### src/rtl/bcd_to_binary.sv
// Sequential signed-magnitude BCD to binary converter (reverse double-dabble, one shift per clock).
// Optional input digit validation is built when BCD2BIN_DIGIT_CHECK_EN is defined.
module bcd_to_binary #(
  parameter int unsigned BIN_WIDTH  = 20,
  parameter int unsigned BCD_DIGITS = 5,
  parameter int unsigned IS_SIGNED  = 1
) (
  input  logic                    i_clk,
  input  logic                    i_rst,
  input  logic [BCD_DIGITS*4-1:0] i_bcd,
  input  logic                    i_is_negative,
  input  logic                    i_in_valid,
  output logic                    o_in_ready,
  output logic [BIN_WIDTH-1:0]    o_binary,
  output logic                    o_overflow,
  output logic                    o_digit_err,
  output logic                    o_out_valid,
  input  logic                    i_out_ready
);

  localparam int unsigned BcdW = BCD_DIGITS * 4;
  localparam int unsigned CntW = $clog2(BIN_WIDTH + 1);

  localparam logic [CntW-1:0]      LastCnt = CntW'(BIN_WIDTH - 1);
  localparam logic [CntW-1:0]      CntOne  = CntW'(1);
  localparam logic [BIN_WIDTH-1:0] MaxPos  = {1'b0, {(BIN_WIDTH - 1){1'b1}}};
  localparam logic [BIN_WIDTH-1:0] MinNeg  = {1'b1, {(BIN_WIDTH - 1){1'b0}}};
  localparam logic [BIN_WIDTH-1:0] BinOne  = BIN_WIDTH'(1);
  localparam logic [BIN_WIDTH-1:0] AllOnes = '1;

  typedef enum logic [1:0] {StIdle, StShift, StFinal, StDone} state_e;

  state_e                r_state;
  state_e                w_state_nx;
  logic [BcdW-1:0]       r_bcd;
  logic [BIN_WIDTH-1:0]  r_bin;
  logic                  r_sign;
  logic [CntW-1:0]       r_count;
  logic [BIN_WIDTH-1:0]  r_binary;
  logic                  r_overflow;
  logic                  r_out_valid;

  logic [BcdW-1:0]       w_shift_bcd;
  logic [BcdW-1:0]       w_step_bcd;
  logic [BIN_WIDTH-1:0]  w_shift_bin;
  logic                  w_mag_ovf;
  logic [BIN_WIDTH-1:0]  w_neg_mag;
  logic [BIN_WIDTH-1:0]  w_binary_nx;
  logic                  w_overflow_nx;

  // State register
  always_ff @(posedge i_clk or posedge i_rst) begin
    if (i_rst) r_state <= StIdle;
    else       r_state <= w_state_nx;
  end

  // Next-state logic
  always_comb begin
    w_state_nx = r_state;
    case (r_state)
      StIdle:  if (i_in_valid) w_state_nx = StShift;
      StShift: if (r_count == LastCnt) w_state_nx = StFinal;
      StFinal: w_state_nx = StDone;
      StDone:  if (i_out_ready) w_state_nx = StIdle;
      default: w_state_nx = StIdle;
    endcase
  end

  // Output / datapath next-value logic
  always_comb begin
    o_in_ready  = (r_state == StIdle);
    w_shift_bcd = r_bcd >> 1;
    w_shift_bin = {r_bcd[0], r_bin[BIN_WIDTH-1:1]};
    w_step_bcd  = w_shift_bcd;
    for (int i = 0; i < BCD_DIGITS; i++) begin
      if (w_shift_bcd[4*i +: 4] >= 4'd8) w_step_bcd[4*i +: 4] = w_shift_bcd[4*i +: 4] - 4'd3;
    end

    // Any BCD residue after BIN_WIDTH shifts means the magnitude did not fit.
    w_mag_ovf = |r_bcd;
    w_neg_mag = ~r_bin + BinOne;
    if (IS_SIGNED == 0) begin
      w_binary_nx   = w_mag_ovf ? AllOnes : r_bin;
      w_overflow_nx = w_mag_ovf;
    end else if (!r_sign) begin
      w_overflow_nx = w_mag_ovf || (r_bin > MaxPos);
      w_binary_nx   = w_overflow_nx ? MaxPos : r_bin;
    end else begin
      w_overflow_nx = w_mag_ovf || (r_bin > MinNeg);
      w_binary_nx   = w_overflow_nx ? MinNeg : w_neg_mag;
    end
  end

`ifdef BCD2BIN_DIGIT_CHECK_EN
  logic r_bad;
  logic r_digit_err;
  logic w_bad_in;

  always_comb begin
    w_bad_in = 1'b0;
    for (int i = 0; i < BCD_DIGITS; i++) begin
      if (i_bcd[4*i +: 4] > 4'd9) w_bad_in = 1'b1;
    end
  end

  always_ff @(posedge i_clk or posedge i_rst) begin
    if (i_rst) begin
      r_bad       <= 1'b0;
      r_digit_err <= 1'b0;
    end else if (r_state == StIdle && i_in_valid) begin
      r_bad <= w_bad_in;
    end else if (r_state == StFinal) begin
      r_digit_err <= r_bad;
    end
  end

  assign o_digit_err = r_digit_err;
`else
  assign o_digit_err = 1'b0;
`endif

  always_ff @(posedge i_clk or posedge i_rst) begin
    if (i_rst) begin
      r_bcd       <= '0;
      r_bin       <= '0;
      r_sign      <= 1'b0;
      r_count     <= '0;
      r_binary    <= '0;
      r_overflow  <= 1'b0;
      r_out_valid <= 1'b0;
    end else begin
      case (r_state)
        StIdle: begin
          if (i_in_valid) begin
            r_bcd   <= i_bcd;
            r_bin   <= '0;
            r_sign  <= (IS_SIGNED != 0) && i_is_negative;
            r_count <= '0;
          end
        end
        StShift: begin
          r_bcd   <= w_step_bcd;
          r_bin   <= w_shift_bin;
          r_count <= r_count + CntOne;
        end
        StFinal: begin
`ifdef BCD2BIN_DIGIT_CHECK_EN
          r_binary   <= r_bad ? '0 : w_binary_nx;
          r_overflow <= r_bad ? 1'b0 : w_overflow_nx;
`else
          r_binary   <= w_binary_nx;
          r_overflow <= w_overflow_nx;
`endif
          r_out_valid <= 1'b1;
        end
        StDone: begin
          if (i_out_ready) r_out_valid <= 1'b0;
        end
        default: r_out_valid <= 1'b0;
      endcase
    end
  end

  assign o_binary    = r_binary;
  assign o_overflow  = r_overflow;
  assign o_out_valid = r_out_valid;

endmodule

### config.mk
export PLATFORM = sky130hd
export DESIGN_NAME = bcd_to_binary
export DESIGN_NICKNAME = d
export VERILOG_FILES = /design/src/rtl/bcd_to_binary.sv
export SDC_FILE = /design/constraint.sdc
export NUM_CORES = 1
export LEC_CHECK = 0
export CORE_ASPECT_RATIO = 1.5
export CORE_MARGIN = 2
export CORE_UTILIZATION = 60
export CTS_CLUSTER_DIAMETER = 80
export DETAILED_ROUTE_END_ITERATION = 12
export PLACE_DENSITY = 0.85
export SLEW_MARGIN = 20
export SYNTH_ARGS = -nofsm -noshare
export SYNTH_HDL_FRONTEND = slang
export SYNTH_SLANG_ARGS = --single-unit
### constraint.sdc
create_clock -name i_clk -period 6 [get_ports i_clk]
set_input_delay 0.9 -clock i_clk [delete_from_list [all_inputs] [get_ports i_clk]]
set_output_delay 0.9 -clock i_clk [all_outputs]
set_load 0.01 [all_outputs]
==> impl_metrics.json, run 1 <==
{
  "dpl.hpwl_mm": 6.59,
  "startpoint": "r_state[1]$_DFFE_PP0P_",
  "clock_sinks": 70,
  "slew-limit-headroom_pct": 28.7,
  "grt_pass1_wl_mm": 15.5,
  "rsz0062_at_grt": "no",
  "ctsHoldBuffers": 0,
  "ctsResizeCount": 0,
  "path_cells": "inv_1, ha_1, buf_4, clkinv_1, o21ai_1, buf_4, o211ai_1, o21ai_0",
  "drtPass1Iterations": 4,
  "ys_types": 47,
  "final_nets": 501,
  "synthesis.nets": 474,
  "crit_path_frequent_cell": "buf_4",
  "rr_startpoint": "r_state[1]$_DFFE_PP0P_",
  "cts_setup_buffers": 0,
  "fp.dieH_um": 103,
  "crit_buf_inv": 4,
  "row_count": 36,
  "h-tree-depth": 3,
  "required_ns": 6.26,
  "grt_usage_pct": 27.4,
  "gp_congestion": 0.954,
  "path_delay_family": "buffers and inverters",
  "synth_seq_cells": 70,
  "die_area_um2": 7230,
  "wl_mm": 9.19,
  "via_count": 3378,
  "cap_violations": 0,
  "grt_pass1_vias": 3206,
  "multiInputGateArea_um2": 1940,
  "num_io_pins": 49,
  "tns_ns": 0,
  "io_buffers": 47,
  "fin_worst_skew_ns": 0.00791,
  "power_density_nw_per_um2": 524,
  "slew_violations": 0,
  "crit_arrival_ns": 3.08,
  "power.leakage_uw": 0.00196,
  "grt_max_degree": 71,
  "period_share_pct": 47.1,
  "synth_seq_area_share_pct": 44.5,
  "finalHoldViolCount": 0,
  "cp-start-kind": "register",
  "avgSynthCellArea_um2": 9.04,
  "cts_inserted_buffers": 9,
  "cp-end-kind": "register",
  "ctsRootBufferMaster": "clkbuf_8",
  "crit_slowest_cell": "o21ai_1",
  "wl_per_cell_um": 16.9,
  "synthCells": 435,
  "worstPathMaxFanout": 31,
  "path_clk_slew_ns": 0.08,
  "vdd_drop_max_mv": 0.371,
  "core_area_um2": 6440,
  "drc": 0,
  "drt_iter0_markers": 269,
  "period_minus_slack_ns": 2.83,
  "synth_edf_count": 0,
  "async_flop_share_pct": 100,
  "routed_via_density": 6.22,
  "setup_viol": 0,
  "postRouteAntennaNets": 0,
  "start_util_pct": 61.1,
  "netlist_area_um2": 3930,
  "fmax_mhz": 354,
  "hp-class": "reg2reg",
  "total_power_uw": 2400,
  "synth-main-ff-cell": "dfrtp_1",
  "max-clock-path-buffers": 2,
  "tightest_slew_ns": 1.07,
  "fp.dieW_um": 70.1,
  "grt_antenna_before_repair": 0,
  "clock_latency_ns": 0.34,
  "yosys_warnings": 0,
  "path_class": "reg2reg",
  "overflow": 0,
  "fill_cells": 531,
  "drive_above_1_share_pct": 5.57,
  "n_antenna_cell": 0,
  "holdCritStartpoint": "o_binary[13]$_DFFE_PP0P_",
  "area_growth_syn_to_layout_pct": 16.5,
  "critical-path-max-stage-delay_ns": 0.81,
  "cts_tree": "yes",
  "seq_area_um2": 1750,
  "status": "completed"
}
## power breakdown
group          total (uW)  switching (uW)  leakage [uW]  internal (uW)
clock network         381             179      0.000102            202
logic                1160             645      0.000996            511
registers             862             206      0.000865            656
## synthesized netlist by cell type (all sizes together) (2+ instances only)
library cell   n  share of area [%]
mux2i          9                2.3
a311oi         4               0.89
clkinv         2               0.19
nand2         40                3.8
o31ai          3               0.57
or3            8                1.3
o21ai         36                4.6
inv           21                2.0
a41oi          2               0.45
nand3          2               0.25
clkbuf        26                2.5
buf           10                1.4
nor4           8                1.3
nor2b          6               0.95
ha            14                4.5
dfrtp         70                 45
a211o          3               0.67
and2           4               0.64
a22o          16                3.6
xnor2          9                2.0
mux2           2               0.57
a32oi          2               0.45
or4            9                1.7
o21a           3               0.57
xor2           5                1.1
nand2b         2               0.32
a21oi         15                1.9
a31oi         15                2.4
o311ai         2               0.45
nand4         13                2.1
o211ai        17                3.2
nor2          38                3.6
nor3          10                1.3
## path summary, 6_finish.rpt
check                                                 to  slack [ns]  cells past startpoint
worst max-delay path               r_bcd[14]$_DFFE_PP0P_        3.17                      8
worst min-delay path            o_binary[13]$_DFFE_PP0P_        0.49                      1
worst max register to register     r_bcd[14]$_DFFE_PP0P_        3.17                      8
worst min register to register  o_binary[13]$_DFFE_PP0P_        0.49                      1
max in group asynchronous           r_bcd[9]$_DFFE_PP0P_        4.32                      3
min in group asynchronous         r_count[2]$_DFFE_PP0P_        1.13                      3
## area by class of cell
class                      instances  area share, %
sequential                        70           38.2
inverter                          23           1.88
clock buffer                      10           3.00
multi-input combinational        306           42.4
clock inverter                     6           1.34
tap                               76           2.08
timing repair buffer              52           11.1
## layer usage
layer,part of all wire [%],up-vias,GRT usage (%)
li1,-,1623,-
met1,40,1608,32.7
met2,52,118,47.6
met3,4.2,29,3.91
met4,3.4,0,15.8
met5,0,-,0
## kinds of logic (layout without fill, tap and decap cells)
logic type / count (synthesis) / after routing / share of synthesized area [%]
muxes: 11 / 11 / 2.86
and+or+nand+nor: 144 / 144 / 18.1
other: 1 / 1 / 0.0954
xor gates and xnor gates: 14 / 14 / 3.12
DFF: 70 / 70 / 44.5
buffers and inverters: 59 / 91 / 6.11
adders and majority gates: 14 / 14 / 4.45
AOI/OAI and AO/OA: 122 / 122 / 20.7
## worst register-to-register path: stages, from the launching register on
cell and delay (ns):
dfrtp_1 0.40, inv_1 0.10, ha_1 0.16, buf_4 0.33
clkinv_1 0.35, o21ai_1 0.81, buf_4 0.37, o211ai_1 0.13
o21ai_0 0.09
## cells in the final DEF, fill, tap and decap left out, types with 3 or more instances in the layout
master / instances
or4_1: 9
nand4_1: 13
nor4_1: 8
a311oi_1: 4
a21oi_1: 15
nor2b_1: 6
a31oi_1: 15
nor3_1: 10
clkdlybuf4s50_1: 47
inv_1: 20
xor2_1: 5
or3_1: 8
nor2_1: 38
and2_1: 4
o21a_1: 3
a211o_1: 3
nand2_1: 40
o21ai_0: 34
a22o_1: 16
ha_1: 14
buf_4: 5
mux2i_1: 9
clkbuf_8: 10
xnor2_1: 9
o211ai_1: 17
dfrtp_1: 70
clkinv_2: 3
o31ai_1: 3
## through the flow
stage               hold slack (ns)  setup WS [ns]  utilization, %  area (um^2)  instances
floorplan                     0.472           3.33               -         3930        435
global placement              0.477           3.29            68.0         4380        527
detailed placement            0.476           3.18            68.0         4380        527
CTS                           0.496           3.16            71.1         4580        543
global route                  0.519           2.90            71.1         4580        543
finish                        0.490           3.17            71.1         4580        543
## registers in the layout, indices dropped and copies added (netlist names)
register     flops
r_bcd           20
r_bin           20
r_sign           1
o_out_valid      1
o_binary        20
r_state          2
r_count          5
o_overflow       1
Note: power is estimated with default switching activity, not from simulation.
==> run 2, diff against run 1 <==
--- a/config.mk
+++ b/config.mk
@@ -7,10 +7,10 @@
 export LEC_CHECK = 0
 export CORE_ASPECT_RATIO = 1.5
 export CORE_MARGIN = 2
-export CORE_UTILIZATION = 60
+export CORE_UTILIZATION = 50
 export CTS_CLUSTER_DIAMETER = 80
 export DETAILED_ROUTE_END_ITERATION = 12
-export PLACE_DENSITY = 0.85
+export PLACE_DENSITY = 0.76
 export SLEW_MARGIN = 20
 export SYNTH_ARGS = -nofsm -noshare
 export SYNTH_HDL_FRONTEND = slang
==> constraint.sdc (replaced) <==
create_clock -name i_clk -period 2.35 [get_ports i_clk]
set_input_delay 0.3525 -clock i_clk [delete_from_list [all_inputs] [get_ports i_clk]]
set_output_delay 0.3525 -clock i_clk [all_outputs]
set_load 0.01 [all_outputs]
==> run 2 against run 1 <==
  * Die area is 19% higher
  * Cell count is 12% higher
  * Clock power grew to 4.2 times the previous value
  * Combinational power grew to 2.9 times the previous value
  * Sequential power is 140% higher
  * Largest power group unchanged
  * Power grew to 3.0 times the previous value
  * Highest routed layer unchanged
  * Routed wire length is 6.4% higher
  * Count of clock-buffer cells in the layout stayed put
  * The run now ends with setup timing left
==> impl_metrics.json, run 2 (same netlist as run 1, synthesis figures left out) <==
{
  "status": "complete, but fails checks",
  "violations": "setup timing",
  "via_count": 3537,
  "grt_busiest_layer": "met2",
  "finalHoldViolCount": 0,
  "cp-start-kind": "register",
  "routed_via_density": 5.83,
  "met2_usage_pct": 41.9,
  "grt_antenna_before_repair": 0,
  "slew_violations": 0,
  "period_minus_slack_ns": 2.39,
  "grt_max_degree": 71,
  "row_count": 39,
  "drtPass1Iterations": 4,
  "n_antenna_cell": 0,
  "core_area_um2": 7610,
  "cts_tree": "yes",
  "rsz0062_at_grt": "yes",
  "crit_path_frequent_cell": "or3_4",
  "drc": 0,
  "path_clk_slew_ns": 0.06,
  "r2r_setup_slack_ns": -0.04,
  "cts_inserted_buffers": 9,
  "cp-end-kind": "register",
  "power_density_nw_per_um2": 1390,
  "clock_sinks": 70,
  "io_buffers": 47,
  "slew-limit-headroom_pct": 56.8,
  "hp-class": "in2async",
  "clock_latency_ns": 0.34,
  "path_delay_family": "simple AND/OR/NAND/NOR gates",
  "power.leakage_uw": 0.00223,
  "grt_pass1_vias": 3541,
  "worstPathMaxFanout": 5,
  "drt_iter0_markers": 309,
  "wl_mm": 9.78,
  "die_area_um2": 8600,
  "grt.met3_usage_pct": 5.55,
  "dpl.hpwl_mm": 6.95,
  "ctsRootBufferMaster": "clkbuf_16",
  "finalWorstSetupSlack_ns": -0.0358,
  "area_growth_syn_to_layout_pct": 29.7,
  "period_share_pct": 102,
  "fp.dieW_um": 76.4,
  "required_ns": 2.58,
  "crit_arrival_ns": 2.61,
  "final_nets": 539,
  "critical-path-max-stage-delay_ns": 0.46,
  "overflow": 0,
  "final_common_cell": "dfrtp_1",
  "crit_buf_inv": 1,
  "ctsHoldBuffers": 0,
  "fp.dieH_um": 113,
  "num_io_pins": 49,
  "path_class": "reg2reg",
  "grt_pass1_wl_mm": 16.8,
  "mostFrequentLayoutCells": "dfrtp_1 (70), clkdlybuf4s50_1 (47), buf_4 (41)",
  "max-clock-path-buffers": 2,
  "drive_above_1_share_pct": 13.9,
  "path_cells": "inv_2, ha_4, or4b_4, or3_4, or3_4, a2111o_1, o221a_2",
  "fmax_mhz": 419,
  "fin_worst_skew_ns": 0.00546,
  "h-tree-depth": 3,
  "vdd_drop_max_mv": 0.886,
  "cap_violations": 0,
  "wl_per_cell_um": 16.1,
  "grtUsageMet1_pct": 28.5,
  "tightest_slew_ns": 0.643,
  "fill_cells": 646,
  "postRouteAntennaNets": 0,
  "start_util_pct": 51.7,
  "holdWs_ns": 0.405,
  "gp_congestion": 0.896,
  "grt_usage_pct": 24.6,
  "crit_slowest_cell": "or4b_4",
  "setup_viol": 1,
  "post-route-util_pct": 67.0
}
## run 2: changes by cell type in the layout (fill, tap and decap cells not counted), sizes merged
cell      change
bufinv        +2
clkinvlp      -1
clkinv        -1
buf          +38
## run 2: worst paths after layout
check,startpoint,to,cells after the start
worst max-delay path,r_bin[0]$_DFFE_PP0P_,o_binary[18]$_DFFE_PP0P_,7
worst min-delay path,i_rst,r_bcd[14]$_DFFE_PP0P_,3
worst max register to register,r_bin[0]$_DFFE_PP0P_,o_binary[18]$_DFFE_PP0P_,7
worst min register to register,o_binary[14]$_DFFE_PP0P_,o_binary[14]$_DFFE_PP0P_,2
max in group asynchronous,i_rst,o_out_valid$_DFFE_PP0P_,3
min in group i_clk,o_binary[14]$_DFFE_PP0P_,o_binary[14]$_DFFE_PP0P_,2
## run 2: routing by layer
metal / share of wire [%] / wire [um] / vias to the layer above
met4: 3.4 / 337 / 0
li1: - / - / 1707
met5: 0 / 0 / -
met2: 52 / 5120 / 104
met1: 40 / 3890 / 1702
met3: 4.4 / 429 / 24
## run 2: where the power goes
group	total [uW]	switching [uW]	internal (uW)
registers	2110	433	1680
logic	3390	1800	1590
clock network	1590	527	1060
## run 2: worst reg2reg max path: cells and delay by family (launching register included)
family	cells	cell delay, ns
AND/OR/NAND/NOR	3	1.18
adder cells (fa/ha/maj)	1	0.12
AO/OA/AOI/OAI	2	0.49
buffers and inverters	1	0.08
flip-flops	1	0.39
## run 2: repair_timing
item	in CTS	in global routing
gates resized for setup	3	3
endpoints found under the setup margin	4	10
pin swaps	0	1
buffers inserted	0	4
## run 2: layout make-up
class	count	area, um^2	area share (%)
clock buffer	10	239	4.69
clock inverter	6	109	2.13
inverter	23	86.3	1.69
multi-input combinational	306	1970	38.6
sequential	70	1750	34.4
tap	102	128	2.50
timing repair buffer	90	818	16.0
## run 2: per-stage QoR
step | instances | cell area [um^2] | total power, uW | setup WS [ns] | setup TNS, ns
after floorplan | 435 | 3940 | 4210 | -0.126 | -0.150
after global routing | 607 | 5100 | 7630 | -0.0798 | -0.240
final | 607 | 5100 | 7090 | -0.0358 | -0.0358
after global placement | 587 | 4680 | 5290 | -0.0517 | -0.0517
after detailed placement | 587 | 4680 | 5410 | -0.105 | -0.134
after CTS | 603 | 5040 | 7070 | -0.0537 | -0.0537
